`config.mk`:
```
export PLATFORM = sky130hd
export DESIGN_NAME = frame_ram_arbiter
export DESIGN_NICKNAME = d
export VERILOG_FILES = /design/src/rtl/frame_ram_arbiter.sv
export SDC_FILE = /design/constraint.sdc
export NUM_CORES = 1
export LEC_CHECK = 0
export BUFFER_PORTS_ARGS = -buffer_cell sky130_fd_sc_hd__clkbuf_2
export CAP_MARGIN = 20
export CORE_ASPECT_RATIO = 0.7
export CORE_MARGIN = 2
export CORE_UTILIZATION = 42
export DETAILED_ROUTE_END_ITERATION = 8
export PLACE_DENSITY_LB_ADDON = 0.15
export SETUP_SLACK_MARGIN = 0.3
export SLEW_MARGIN = 20
export SYNTH_ARGS = -nofsm -noshare
export SYNTH_HDL_FRONTEND = slang
export SYNTH_SLANG_ARGS = --single-unit
```
`constraint.sdc`:
```
create_clock -name clk -period 1.45 [get_ports clk]
set_input_delay 0.0725 -clock clk [delete_from_list [all_inputs] [get_ports clk]]
set_output_delay 0.0725 -clock clk [all_outputs]
set_load 0.01 [all_outputs]
```
`src/rtl/frame_ram_arbiter.sv`:
```
// Single-port frame-buffer RAM arbiter between the VGA reader and the UART frame loader.
// Optional writer starvation guard enabled by defining ARB_STARVE_GUARD_EN.
module frame_ram_arbiter #(
  parameter int RAM_WIDTH  = 32,
  parameter int ADDR_W     = 17,
  parameter int RD_LATENCY = 1,
  parameter int MAX_WAIT   = 15
) (
  input  logic                 clk,
  input  logic                 rst,
  input  logic                 visible,
  input  logic                 rd_req,
  input  logic [ADDR_W-1:0]    rd_addr,
  output logic                 rd_gnt,
  output logic                 rd_valid,
  output logic [RAM_WIDTH-1:0] rd_data,
  input  logic                 wr_req,
  input  logic [ADDR_W-1:0]    wr_addr,
  input  logic [RAM_WIDTH-1:0] wr_data,
  output logic                 wr_gnt,
  output logic                 ram_en,
  output logic                 ram_we,
  output logic [ADDR_W-1:0]    ram_addr,
  output logic [RAM_WIDTH-1:0] ram_wdata,
  input  logic [RAM_WIDTH-1:0] ram_rdata
);

  typedef enum logic [1:0] {IDLE, OWN_RD, OWN_WR} owner_e;

  owner_e                state;
  logic                  force_wr;
  logic [RD_LATENCY:0]   vpipe;

`ifdef ARB_STARVE_GUARD_EN
  localparam int WAIT_W = $clog2(MAX_WAIT + 1);
  logic [WAIT_W-1:0] wait_cnt;

  assign force_wr = wr_req && (wait_cnt == WAIT_W'(MAX_WAIT));

  always_ff @(posedge clk or posedge rst) begin
    if (rst)
      wait_cnt <= '0;
    else if (!wr_req || wr_gnt)
      wait_cnt <= '0;
    else if (wait_cnt != WAIT_W'(MAX_WAIT))
      wait_cnt <= wait_cnt + WAIT_W'(1);
  end
`else
  logic unused_max_wait;

  assign force_wr        = 1'b0;
  assign unused_max_wait = (MAX_WAIT != 0);
`endif

  always_comb begin
    rd_gnt = 1'b0;
    wr_gnt = 1'b0;
    if (force_wr)
      wr_gnt = 1'b1;
    else if (visible) begin
      if (rd_req)      rd_gnt = 1'b1;
      else if (wr_req) wr_gnt = 1'b1;
    end else begin
      if (wr_req)      wr_gnt = 1'b1;
      else if (rd_req) rd_gnt = 1'b1;
    end
  end

  // Owner state is the registered grant, so ram_en/ram_we decode straight from it.
  always_ff @(posedge clk or posedge rst) begin
    if (rst) begin
      state     <= IDLE;
      ram_addr  <= '0;
      ram_wdata <= '0;
    end else if (rd_gnt) begin
      state     <= OWN_RD;
      ram_addr  <= rd_addr;
      ram_wdata <= '0;
    end else if (wr_gnt) begin
      state     <= OWN_WR;
      ram_addr  <= wr_addr;
      ram_wdata <= wr_data;
    end else begin
      state     <= IDLE;
    end
  end

  assign ram_en = (state != IDLE);
  assign ram_we = (state == OWN_WR);

  always_ff @(posedge clk or posedge rst) begin
    if (rst)
      vpipe <= '0;
    else begin
      vpipe[0] <= rd_gnt;
      for (int unsigned i = 1; i <= RD_LATENCY; i++)
        vpipe[i] <= vpipe[i-1];
    end
  end

  assign rd_valid = vpipe[RD_LATENCY];
  assign rd_data  = rd_valid ? ram_rdata : '0;

endmodule

```
==> results of run 1 <==
==> synth_stat cells, drive strengths merged <==
cell type  number  area share (%)
dfrtp          52              47
nor2b          19             4.3
nand2          33             5.0
buf            15             4.9
inv             2            0.27
o221a          17             6.9
a21boi          2            0.54
o21ai          32             5.8
nand2b          1            0.22
clkbuf          8             1.1
mux2i          32              12
and2           32             7.2
or2             1            0.22
a211o          17             5.4
==> per-layer routing <==
metal	up-vias	track usage [%]	share of wire, %
met5	-	0	0
met4	0	5.86	1.8
met3	14	4.24	6.1
met2	106	38.7	50
met1	1252	26.5	42
li1	1355	-	-
==> power breakdown <==
part	internal, uW	total (uW)	switching (uW)
clock network	565	1040	478
logic	516	994	479
registers	1590	1670	79.1
total	2670	3700	1040
==> registers in the layout, indices dropped and copies added (netlist names) <==
| name | flops |
|---|---|
| ram_addr | 17 |
| ram_wdata | 32 |
| state | 1 |
| vpipe | 2 |
==> metrics by stage <==
step	cells	utilization (%)	area, um2	total power, uW
2_1_floorplan	263	-	2790	2180
3_5_place_dp	516	59.8	3770	2600
6_report	557	67.5	4250	3700
4_1_cts	557	67.2	4240	3730
3_3_place_gp	516	59.8	3770	2590
5_1_grt	557	67.5	4250	3890
==> cell type report <==
class                   count  area, um2  share of cell area (%)
inverters                   2       11.3                   0.265
flip-flops and latches     52       1300                    30.6
clock inverters             2       38.8                   0.912
repair buffers            231       1410                    33.1
multi-input cells         186       1320                    30.9
clock buffers               6       82.6                    1.94
well taps                  78       97.6                    2.29
==> how the worst max path moves through the flow <==
stage | startpoint | end | slack [ns] | cells after the start
3_5_place_dp | wr_req | ram_wdata[16]$_DFFE_PP0P_ | 0.21 | 6
5_1_grt | vpipe[1]$_DFF_PP0_ | rd_data[13] | 0.20 | 3
3_3_place_gp | visible | ram_addr[15]$_DFFE_PP0P_ | 0.24 | 5
6_report | vpipe[1]$_DFF_PP0_ | rd_data[13] | 0.24 | 3
4_1_cts | vpipe[1]$_DFF_PP0_ | rd_data[31] | 0.23 | 3
2_1_floorplan | ram_addr[15]$_DFFE_PP0P_ | ram_addr[15]$_DFFE_PP0P_ | 0.45 | 3
==> repair_timing <==
item	in CTS	in global routing
buffers inserted	1	0
hold endpoints to repair	83	0
endpoints found under the setup margin	33	35
resized for setup	3	6
hold buffers	32	0
==> worst reg2reg max path, cell delays in order (launching register included) <==
cell and delay, ns:
sky130_fd_sc_hd__dfrtp_1 0.42, sky130_fd_sc_hd__nor2b_1 0.14, sky130_fd_sc_hd__a211o_1 0.27, sky130_fd_sc_hd__o221a_1 0.11
==> cells by family after synthesis <==
group / synth area share, %
compound gates: 18.5
buf+inv: 6.25
flops: 46.8
mux: 11.5
simple gates: 17.0
==> results.ini, run 1 <==
[die]
design.core.area_um2 = 6310
initial_utilization_pct = 44.1
design.die.area_um2 = 7300
ioPinCount = 189
floorplan.die.height_um = 72.1
die_x_um = 101
placementRows = 24

[power_and_ir_drop]
vdd_drop_max_mv = 0.416
leakagePower_uw = 0.00226
power_per_cell_area_nw_per_um2 = 870

[route]
first_iter_violations = 108
dr_total_vias = 2727
avgViaCountPerCell = 4.90
drt_drc_violations_left = 0
postRouteAntennaNets = 0
route.detailed.wl_per_inst_um = 14.5
dr.pass1.iters = 4
wirelength_um = 8080

[timing]
hold_violations = 0
fin_crit_sh_pct = 83.4
final-max-slew-violation-count = 0
post_route_skew_ns = 0.000334
tightest_slew_ns = 0.398
worst_slack_ns = 0.240
totalNegativeSetupSlack_ns = 0
setup_viol = 0
hold_ws_ns = 0.00468
max_freq_mhz = 827
grt_setup_unrepaired = yes
relSlewSlack_pct = 73.5
period_needed_ns = 1.21

[critical_path]
worstPathArrival_ns = 1.14
worstSetupPathType = reg -> out
crit_family = flip-flops
r2r_path_start = ram_addr[1]$_DFFE_PP0P_
crit_fanout = 33
cpPeakStageDelay_ns = 0.41
critical_path.slowest_cell = sky130_fd_sc_hd__dfrtp_1
cp-end-kind = output pin
worstPathRequired_ns = 1.38
critPathBufInv = 2
timing.reg2reg.setup_slack_ns = 0.40
reg2regPathDepth = 3
critical_path.cell_chain = buf_12 > and2_1 > clkbuf_2
worstReg2RegEnd = ram_addr[1]$_DFFE_PP0P_
critPathLaunchType = register

[clock_network]
clkTransAtPathRegs_ns = 0.09
cts_sinks = 52
tritoncts_buffers = 5
clk_latency_ns = 0.30
htree_levels = 2
clock_tree.buffer_depth = 2
cts_tree = built
clockRootBuffer = sky130_fd_sc_hd__clkbuf_8

[worst_hold_path]
hold_end = ram_wdata[16]$_DFFE_PP0P_
hold_path.startpoint = wr_data[16]
hold_depth = 3
min_path_type = in -> reg

[global_route]
grt_first_pass_wirelength_um = 12500
antenna_found_initial = 0
overall_track_demand_over_capacity_in_global_routing_pct = 21.5
first_global_vias = 2650
grt_start_max_net_pins = 70
global_route.overflow_total = 0

[yosys]
syn-cell-area_um2 = 2780
synth_seq_cells = 52
synth_warnings = 0
synth.distinct_cells = 19
synth.yosys.seq_area_share_pct = 46.8
synth_area_per_cell_um2 = 10.6
synthesis.instances = 263
synthesis.nets = 366

[place]
routabilityCongestion = 0.739
post-dp-hpwl_um = 5580
placement.io_buffers = 188
dp_worst_setup_slack_ns = 0.206

[finish]
finalNetCount = 581
commonest_non_fill_non_tap_cell_in_the_layout = sky130_fd_sc_hd__clkbuf_2
num_antenna_cells = 0
flow.area_growth_from_synthesis_pct = 52.9
n_fill_cell = 517
mostFrequentLayoutCells = 185 x sky130_fd_sc_hd__clkbuf_2, 52 x sky130_fd_sc_hd__dfrtp_1
layout-drive-gt1-share_pct = 45.7

[run_status]
status = finished, final reports clean

[job]
drv.max_cap_violation_count = 0

No activity file was read; power rests on OpenSTA's default activity.
==> run 2: changes to the inputs <==
--- a/config.mk
+++ b/config.mk
@@ -5,11 +5,12 @@
 export SDC_FILE = /design/constraint.sdc
 export NUM_CORES = 1
 export LEC_CHECK = 0
+export ABC_AREA = 1
 export BUFFER_PORTS_ARGS = -buffer_cell sky130_fd_sc_hd__clkbuf_2
 export CAP_MARGIN = 20
 export CORE_ASPECT_RATIO = 0.7
 export CORE_MARGIN = 2
-export CORE_UTILIZATION = 42
+export CORE_UTILIZATION = 40
 export DETAILED_ROUTE_END_ITERATION = 8
 export PLACE_DENSITY_LB_ADDON = 0.15
 export SETUP_SLACK_MARGIN = 0.3
==> constraint.sdc (replaced) <==
create_clock -name clk -period 1.2 [get_ports clk]
set_input_delay 0.06 -clock clk [delete_from_list [all_inputs] [get_ports clk]]
set_output_delay 0.06 -clock clk [all_outputs]
set_load 0.01 [all_outputs]
==> results.ini, run 2 <==
[critical_path]
crit_family = flip-flops  ; unchanged
worstPathRequired_ns = 1.14  ; was 1.38 ns
worstSetupPathType = reg -> out  ; unchanged
critical_path.slowest_cell = sky130_fd_sc_hd__dfrtp_1  ; unchanged
critPathBufInv = 3  ; was 2
critPathLaunchType = register  ; unchanged
worstPathArrival_ns = 1.12  ; was 1.14 ns
critical_path.cell_chain = buf_4 > nand2_1 > inv_1 > clkbuf_2  ; was buf_12 > and2_1 > clkbuf_2
cp-end-kind = output pin  ; unchanged
crit_fanout = 12  ; was 33
cpPeakStageDelay_ns = 0.39  ; was 0.41 ns

[finish]
reg.largest.list = ram_wdata x32, ram_addr x17, vpipe x2  ; unchanged
flow.area_growth_from_synthesis_pct = 68.2  ; was 52.9%
mostFrequentLayoutCells = 214 x sky130_fd_sc_hd__nand2_1, 136 x sky130_fd_sc_hd__clkbuf_2, 52 x sky130_fd_sc_hd__dfrtp_1, 51 x sky130_fd_sc_hd__inv_1, 47 x sky130_fd_sc_hd__buf_2  ; was 185 x sky130_fd_sc_hd__clkbuf_2, 52 x sky130_fd_sc_hd__dfrtp_1
num_antenna_cells = 0  ; unchanged
registers.top_by_ff_count = ram_wdata  ; unchanged
largest_register_ffs = 32  ; unchanged
final_core_utilization_pct = 69.1  ; was 67.5%
layout-drive-gt1-share_pct = 39.1  ; was 45.7%
finalNetCount = 708  ; was 581
commonest_non_fill_non_tap_cell_in_the_layout = sky130_fd_sc_hd__nand2_1  ; was sky130_fd_sc_hd__clkbuf_2
final_instance_area_um2 = 4280  ; was 4250 um2
n_fill_cell = 515  ; was 517

[die]
die_x_um = 99.3  ; was 101 um
initial_utilization_pct = 41.1  ; was 44.1%
floorplan.die.height_um = 70.7  ; was 72.1 um
design.die.area_um2 = 7020  ; was 7300 um2
placementRows = 24  ; unchanged
design.core.area_um2 = 6190  ; was 6310 um2
ioPinCount = 189  ; unchanged

[yosys]
synth.yosys.seq_area_share_pct = 51.2  ; was 46.8%
synth.distinct_cells = 14  ; was 19
syn-cell-area_um2 = 2540  ; was 2780 um2
yosysMostFrequentCell = sky130_fd_sc_hd__nand2_1  ; was sky130_fd_sc_hd__dfrtp_1
most_area_hungry_cell_type_in_the_yosys_netlist = sky130_fd_sc_hd__dfrtp_1  ; unchanged
synth_seq_cells = 52  ; unchanged
synth_top_flop_cell = sky130_fd_sc_hd__dfrtp_1  ; unchanged
synthesis.instances = 359  ; was 263
synth.top_cells.by_count = 214 x sky130_fd_sc_hd__nand2_1, 52 x sky130_fd_sc_hd__dfrtp_1, 52 x sky130_fd_sc_hd__inv_1  ; was 52 x sky130_fd_sc_hd__dfrtp_1, 32 x sky130_fd_sc_hd__and2_1, 32 x sky130_fd_sc_hd__mux2i_1, 32 x sky130_fd_sc_hd__nand2_1, 32 x sky130_fd_sc_hd__o21ai_1
synthDominantCellAreaShare_pct = 51.2  ; was 46.8%
synth_warnings = 0  ; unchanged
async_s_r_ff_share_synth_pct = 100  ; unchanged
synth_top_cells_by_area = sky130_fd_sc_hd__dfrtp_1 51%, sky130_fd_sc_hd__nand2_1 32%, sky130_fd_sc_hd__inv_1 7.7%  ; was sky130_fd_sc_hd__dfrtp_1 47%, sky130_fd_sc_hd__mux2i_1 12%, sky130_fd_sc_hd__and2_1 7.2%
synth-edff-count = 0  ; unchanged
synthesis.nets = 462  ; was 366
synth_area_per_cell_um2 = 7.08  ; was 10.6 um2

[clock_network]
cts_tree = built  ; unchanged
clk_latency_ns = 0.30  ; about the same
clock_tree.buffer_depth = 2  ; unchanged
tritoncts_buffers = 5  ; unchanged
htree_levels = 2  ; unchanged
cts_sinks = 52  ; unchanged
clockRootBuffer = sky130_fd_sc_hd__clkbuf_8  ; unchanged
clkTransAtPathRegs_ns = 0.09  ; about the same

[timing]
period_needed_ns = 1.18
setup_viol = 0  ; unchanged
tightest_slew_ns = 0.287  ; was 0.398 ns
hold_violations = 0  ; unchanged
post_route_skew_ns = 0.0000606  ; was 0.000334 ns
hold_ws_ns = 0.0404  ; was 0.00468 ns
max_freq_mhz = 848
grt_setup_unrepaired = yes  ; unchanged
final-max-slew-violation-count = 0  ; unchanged
fin_crit_sh_pct = 98.3
relSlewSlack_pct = 80.8  ; was 73.5%

[global_route]
first_global_vias = 2762  ; was 2650
global_route.overflow_total = 0  ; unchanged
grt_first_pass_wirelength_um = 13100  ; was 12500 um
grt_start_max_net_pins = 41  ; was 70
overall_track_demand_over_capacity_in_global_routing_pct = 23.5  ; was 21.5%
antenna_found_initial = 0  ; unchanged

[power_and_ir_drop]
power_report.internal_total_uw = 2920  ; was 2670 uW
power_per_cell_area_nw_per_um2 = 983  ; was 870 nW/um2
leakagePower_uw = 0.00287  ; was 0.00226 uW
p_sw_uw = 1280  ; was 1040 uW
vdd_drop_max_mv = 0.477  ; was 0.416 mV
combinationalPowerShare_pct = 28.6  ; was 26.9%
pwr-share-clk_pct = 24.1  ; was 28.2%
switching_part_of_the_total_pct = 30.5  ; was 28.0%
power_frac_seq_pct = 47.3  ; was 45.0%

[job]
drv.max_cap_violation_count = 0  ; unchanged

[place]
routabilityCongestion = 0.830  ; was 0.739
post-dp-hpwl_um = 5760  ; was 5580 um
placedInstanceArea_um2 = 3590  ; was 3770 um2
placement.io_buffers = 188  ; unchanged

[route]
avgViaCountPerCell = 4.38  ; was 4.90
dr_total_vias = 2996  ; was 2727
first_iter_violations = 115  ; was 108
wirelength_um = 8480  ; was 8080 um
postRouteAntennaNets = 0  ; unchanged
drt_drc_violations_left = 0  ; unchanged
route.detailed.wl_per_inst_um = 12.4  ; was 14.5 um
dr.pass1.iters = 4  ; unchanged

[run_status]
status = finished, final reports clean  ; unchanged

[worst_hold_path]
min_path_type = in -> reg  ; unchanged

[run 2: cell types whose count changed in the layout (fill, tap and decap cells not counted), moves of 5 or more]
cell                       previous run  this run
sky130_fd_sc_hd__mux2i_1             32         0
sky130_fd_sc_hd__o221a_2              7         0
sky130_fd_sc_hd__o221a_1             10         0
sky130_fd_sc_hd__buf_6                1         6
sky130_fd_sc_hd__nand3_1              0        17
sky130_fd_sc_hd__nor2b_1             18         0
sky130_fd_sc_hd__clkbuf_2           185       136
sky130_fd_sc_hd__and2_1              32         0
sky130_fd_sc_hd__nand2_1             32       214
sky130_fd_sc_hd__buf_2                2        47
sky130_fd_sc_hd__inv_1                1        51
sky130_fd_sc_hd__buf_4                6        28
sky130_fd_sc_hd__a211o_1             17         0
sky130_fd_sc_hd__o21ai_1             32         0
[run 2: power by group through the flow]
stage	Clock (uW)	Combinational, uW	Sequential (uW)
after floorplan	0	408	2080
after global placement	0	955	2020
after detailed placement	0	971	2020
after CTS	1040	1110	1990
after global routing	1120	1330	2000
final	1010	1200	1990
[run 2: worst reg2reg max path: cells and delay by family, from the launching register on]
| kind | cells | cell delay, ns |
|---|---|---|
| flip-flops | 1 | 0.40 |
| buffers and inverters | 2 | 0.25 |
| AND/OR/NAND/NOR | 2 | 0.11 |
[run 2: per-stage QoR]
step           setup WS, ns  TNS (ns)  instances  total power, uW
2_1_floorplan         0.268         0        359             2490
3_5_place_dp          0.111         0        619             2990
3_3_place_gp          0.175         0        619             2970
6_report             0.0205         0        684             4200
4_1_cts             0.00861         0        667             4140
5_1_grt             -0.0529    -0.732        684             4450
[run 2: cells by family after synthesis]
| family | count (synthesis) | synth area share, % |
|---|---|---|
| and+or+nand+nor | 237 | 36.7 |
| DFF | 52 | 51.2 |
| buffers and inverters | 70 | 12.1 |
[run 2: routing by layer]
layer	wire [um]	track usage (%)
met5	0	0
met4	182	7.46
met3	691	4.84
met2	4160	39.9
met1	3440	30.5
[run 2: what timing repair did]
item	4_1_cts	5_1_grt
endpoints found under the hold margin	84	0
setup endpoints to repair	67	85
resized for setup	7	57
hold buffers	33	0
setup buffers	6	17
pin swaps	1	0
cloned	1	0
[run 2: worst paths after layout]
check	from	endpoint	slack [ns]	depth (start not counted)
min in group asynchronous	rst	ram_wdata[25]$_DFFE_PP0P_	0.24	3
max	vpipe[1]$_DFF_PP0_	rd_data[13]	0.02	4
max in group asynchronous	rst	state[1]$_DFF_PP0_	0.53	4
max reg2reg	ram_wdata[3]$_DFFE_PP0P_	ram_wdata[3]$_DFFE_PP0P_	0.33	4
min reg2reg	vpipe[0]$_DFF_PP0_	vpipe[1]$_DFF_PP0_	0.41	0
min	wr_addr[8]	ram_addr[8]$_DFFE_PP0P_	0.04	5
[run 2: layout make-up]
type                    instances  area (um2)  share of cell area, %
clock inverters                 2        16.3                  0.380
inverters                      54         209                   4.89
flip-flops and latches         52        1300                   30.4
clock buffers                   6        72.6                   1.70
repair buffers                255        1620                   38.0
multi-input cells             237         955                   22.3
well taps                      78        97.6                   2.28
